### config.mk
export PLATFORM = sky130hd
export DESIGN_NAME = if_fetch_stage
export DESIGN_NICKNAME = d
export VERILOG_FILES = /design/src/rtl/if_fetch_stage.sv
export SDC_FILE = /design/constraint.sdc
export NUM_CORES = 1
export LEC_CHECK = 0
export BUFFER_PORTS_ARGS = -buffer_cell sky130_fd_sc_hd__buf_2
export CAP_MARGIN = 20
export CORE_MARGIN = 1
export CORE_UTILIZATION = 46
export DETAILED_ROUTE_END_ITERATION = 16
export MAX_ROUTING_LAYER = met4
export PLACE_DENSITY_LB_ADDON = 0.05
export SYNTH_ARGS = -nofsm -noshare
export SYNTH_HDL_FRONTEND = slang
export SYNTH_SLANG_ARGS = --single-unit
### constraint.sdc
create_clock -name clk_i -period 4.15 [get_ports clk_i]
set_clock_uncertainty 0.15 [all_clocks]
set_input_delay 0.83 -clock clk_i [delete_from_list [all_inputs] [get_ports clk_i]]
set_output_delay 0.83 -clock clk_i [all_outputs]
set_load 0.05 [all_outputs]
### src/rtl/if_fetch_stage.sv
// Instruction fetch: PC register, async-read instruction memory, IF/ID pipeline register, perf counters.
// One-cycle latency PC->IF/ID; stall holds PC and IF/ID, redirect/flush insert a bubble, reset overrides all.
module if_fetch_stage #(
    parameter int IMEM_DEPTH = 128,
    parameter int CNT_W      = 16
) (
    input  logic             clk_i,
    input  logic             rst_n,
    input  logic             stall_i,
    input  logic             flush_i,
    input  logic             redirect_i,
    input  logic [31:0]      redirect_pc_i,
    output logic [31:0]      pc_o,
    output logic [31:0]      if_id_instr_o,
    output logic [31:0]      if_id_pc4_o,
    output logic             if_id_valid_o,
    output logic [CNT_W-1:0] fetch_cnt_o,
    output logic [CNT_W-1:0] stall_cnt_o
);
    localparam int AW = $clog2(IMEM_DEPTH);
    localparam logic [CNT_W-1:0] CNT_MAX = {CNT_W{1'b1}};
    localparam logic [CNT_W-1:0] CNT_ONE = {{(CNT_W-1){1'b0}}, 1'b1};

    // Loaded externally; no write port, no reset.
    reg [31:0] Instr_Mem [0:IMEM_DEPTH-1];

    logic [31:0] fetch_word;
    logic [31:0] pc_plus4;
    logic        out_of_range;

    assign pc_plus4     = pc_o + 32'd4;
    assign out_of_range = |pc_o[31:AW+2];

    // Addresses past the end of the memory fetch a NOP (all zeros).
    always_comb begin
        fetch_word = 32'h0;
        if (!out_of_range) begin
            fetch_word = Instr_Mem[pc_o[AW+1:2]];
        end
    end

    always_ff @(posedge clk_i) begin
        if (!rst_n) begin
            pc_o          <= 32'h0;
            if_id_instr_o <= 32'h0;
            if_id_pc4_o   <= 32'h0;
            if_id_valid_o <= 1'b0;
            fetch_cnt_o   <= '0;
            stall_cnt_o   <= '0;
        end else begin
            if (redirect_i) begin
                pc_o <= redirect_pc_i & ~32'd3;
            end else if (!stall_i) begin
                pc_o <= pc_plus4;
            end

            // A redirect also squashes the wrong-path word fetched this cycle.
            if (flush_i || redirect_i) begin
                if_id_instr_o <= 32'h0;
                if_id_pc4_o   <= 32'h0;
                if_id_valid_o <= 1'b0;
            end else if (!stall_i) begin
                if_id_instr_o <= fetch_word;
                if_id_pc4_o   <= pc_plus4;
                if_id_valid_o <= 1'b1;
                if (fetch_cnt_o != CNT_MAX) begin
                    fetch_cnt_o <= fetch_cnt_o + CNT_ONE;
                end
            end

            // Only counts cycles where the stall actually held the PC.
            if (stall_i && !redirect_i && (stall_cnt_o != CNT_MAX)) begin
                stall_cnt_o <= stall_cnt_o + CNT_ONE;
            end
        end
    end
endmodule
==> key figures <==
Outcome
  – Status: finished, final reports clean

Clock tree
  – CTS HTree Levels: 3
  – Clk_lat worst skew: 0.36 ns
  – Clock-pin slew on the worst setup and hold paths: 0.09 ns
  – Post-CTS sizing: 0
  – # clock sinks: 93
  – CTS Buf Count: 9
  – # Post-CTS Setup Buffers: 0
  – CTS tree: done
  – Max clock buf depth: 2
  – Post-CTS Hold Buffers: 0
  – Root Driver: clkbuf_8

Synth
  – Yosys cell types: 49
  – Flops & latches, synth: 93
  – Syn avg cell area: 8.434 um2
  – Mapped Area: 5044 um2
  – Largest family of logic cells by synthesized area: simple AND/OR/NAND/NOR gates
  – YS warnings: 0
  – Count leader, synth: dfxtp_1
  – Synth Area in XOR/XNOR: 13.02%
  – Ys async rst share: 0%
  – Leading area contributor after synthesis: dfxtp_1
  – Commonest cells post-synth: 93 x dfxtp_1, 78 x nor2_1, 51 x xor2_1
  – Post-synthesis cell count: 598
  – Post-Synth Simple-Gate Area: 25.58%
  – Commonest register cell after synthesis: dfxtp_1
  – Synth top area cells: dfxtp_1 37%, xor2_1 8.9%, nor2_1 5.8%, buf_4 5.4%, a21oi_1 4.3%
  – Sequential fraction of the synthesis area: 36.91%
  – Number of synthesized flops with an enable pin: 0
  – Adder-Cell Fraction of Synth Area: 0.7442%
  – Compound-cell area share of the yosys netlist: 13.02%
  – Mux cell area share after synthesis: 1.786%
  – Area share of the largest cell type after synthesis: 36.91%

Route
  – DRC viols: 0
  – Initial DRC Count: 212
  – WL/cell: 14.42 um
  – DRT Wirelength: 12200 um
  – Antenna-violating nets left: 0
  – First-pass iteration count of the detailed router: 4
  – Vias/cell: 5.113
  – Vias after detailed routing: 4326

Placement
  – Routability cong.: 0.8752
  – Dpl cells: 828
  – Port buffer count: 127
  – DP HPWL: 8942 um

Layout
  – Fillers: 1051
  – Area delta synth->final: 14.46%
  – Nets: 744
  – Final non-filler cell total: 846
  – Layout cells sized above 1: 23.13%

STA
  – Slew HR: 36.22%
  – Crit path time final: 2.565 ns
  – Final setup violation count: 0
  – Fmax: 0.3899 GHz
  – Tightest Pin Transition: 0.9567 ns
  – Fin Setup TNS: 0 ns
  – Setup repair after global routing missed its margin: false
  – Final hold vios: 0
  – Fin crit share: 61.81%
  – Pins Over Slew Limit: 0

Die
  – Ports: 166
  – Row count: 37
  – Die Y-Extent: 106.7 um
  – Core footprint: 10460 um2
  – Total Die Area: 11390 um2
  – Starting Density: 48.21%
  – Die X: 106.7 um

Critical path
  – RR Startpoint: pc_o[2]
  – CP endpoint kind: flip-flop
  – Worst Reg2Reg Path Length in Cells: 6
  – Setup CP Type: input port to flip-flop
  – Critical Path AT: 2.63 ns
  – R2R Setup Slk: 1.86 ns
  – Reg2reg end: if_id_pc4_o[26]
  – CP max FO: 49
  – Critical path launch point type: input port
  – Worst Path Required: 4.21 ns

Power and ir drop
  – Seq pwr share: 52.7%
  – Switch Pwr: 0.6248 mW
  – Internal power: 1.211 mW
  – Clk network pwr share: 29.5%
  – Sw frac: 34.04%
  – Worst vdd ir: 0.0001456 V
  – Pleak: 2.477 nW
  – PD cells: 317.9 nW/um2
  – Gate power share: 17.9%

GRT
  – Grt met1 use: 30.94%
  – Largest net degree at the start of global routing: 56
  – Global-route wire length before repair: 20110 um
  – Overflow after GRT: 0
  – Vias in the first global route: 3945
  – Total track usage: 22.92%
  – GR Layer Usage met3: 5.532%
  – Grt met2 use: 34.06%
  – Most Crowded Layer GR: met2
  – Initial antenna violation count: 1

Job
  – Max-Cap Viols: 0

Worst hold path
  – Hold path cells: 2
  – Worst min-delay path class: flip-flop to flip-flop
  – Hold endpoint: if_id_valid_o
  – Min-delay src: if_id_valid_o
-- layout make-up --
cell class / count / area [um2] / area share, %
multi-input cells: 462 / 2867 / 49.65
flip-flops and latches: 93 / 1862 / 32.25
repair buffers: 129 / 670.6 / 11.62
well taps: 136 / 170.2 / 2.948
clock buffers: 10 / 127.6 / 2.211
clock inverters: 6 / 40.04 / 0.6935
inverters: 9 / 33.78 / 0.5852
diodes: 1 / 2.502 / 0.04335
-- power by group through the flow --
stage               clock network (mW)  logic (mW)  registers, mW
floorplan                            0       0.204           1.06
global placement                     0       0.324          0.987
global route                     0.599       0.351          0.972
detailed placement                   0       0.326          0.987
CTS                              0.560       0.327          0.967
finish                           0.541       0.328          0.967
-- state kept, by name (all words and copies together), names as in the netlist --
name           flops
fetch_cnt_o       16
if_id_pc4_o       30
if_id_valid_o      1
pc_o              30
stall_cnt_o       16
-- how the worst max path moves through the flow --
stage / from / end / slack [ns]
final: stall_i / pc_o[27] / 1.59
after floorplan: pc_o[2] / if_id_pc4_o[26] / 1.79
after global placement: stall_i / pc_o[27] / 1.22
after global routing: stall_i / stall_cnt_o[13] / 1.40
after detailed placement: stall_i / pc_o[27] / 1.19
after CTS: stall_i / pc_o[27] / 1.60
-- per-stage QoR --
step	area, um2	total power [mW]	hold WS [ns]	utilization [%]	setup WS [ns]
global route	5773	1.923	0.3345	55.18	1.402
floorplan	5175	1.269	0.5177	-	1.790
finish	5773	1.835	0.3003	55.18	1.585
CTS	5743	1.853	0.3018	54.89	1.599
global placement	5575	1.311	0.2832	53.29	1.224
detailed placement	5575	1.313	0.2885	53.29	1.189
-- cells by family (layout without fill, tap and decap cells) --
group,count (synthesis),after routing
simple gates,228,228
compound gates,111,111
flops,93,93
buf+inv,78,154
xor+xnor,75,75
mux,9,9
fa+ha+maj,3,3
other cells,1,37
-- layout by cell type (no fill, tap or decap), types with 4 or more instances in the layout --
cell / instances
and4_1: 6
o211ai_1: 6
nor2_1: 78
nor2b_1: 4
conb_1: 36
dfxtp_1: 93
clkbuf_8: 9
a21oi_1: 43
nor3_1: 13
a211oi_1: 10
and2_1: 7
nand4_1: 21
xnor2_1: 24
mux2i_1: 9
and3_1: 7
inv_1: 7
nand3b_1: 5
o21ai_0: 35
nor4_4: 4
nand3_1: 20
nand2_1: 37
xor2_1: 51
or3_1: 6
buf_2: 127
nor4_1: 5
-- routing by layer --
layer / part of all wire [%] / vias to the layer above
li1: - / 2227
met4: 1.3 / 0
met2: 45 / 122
met1: 47 / 1965
met5: 0 / -
met3: 6.2 / 12
-- critical path, stage by stage --
cell	delay [ns]
buf_2	0.70
inv_1	0.60
nand3_1	0.23
xor2_1	0.15
a21oi_1	0.08
No activity file was read; power rests on OpenSTA's default activity.
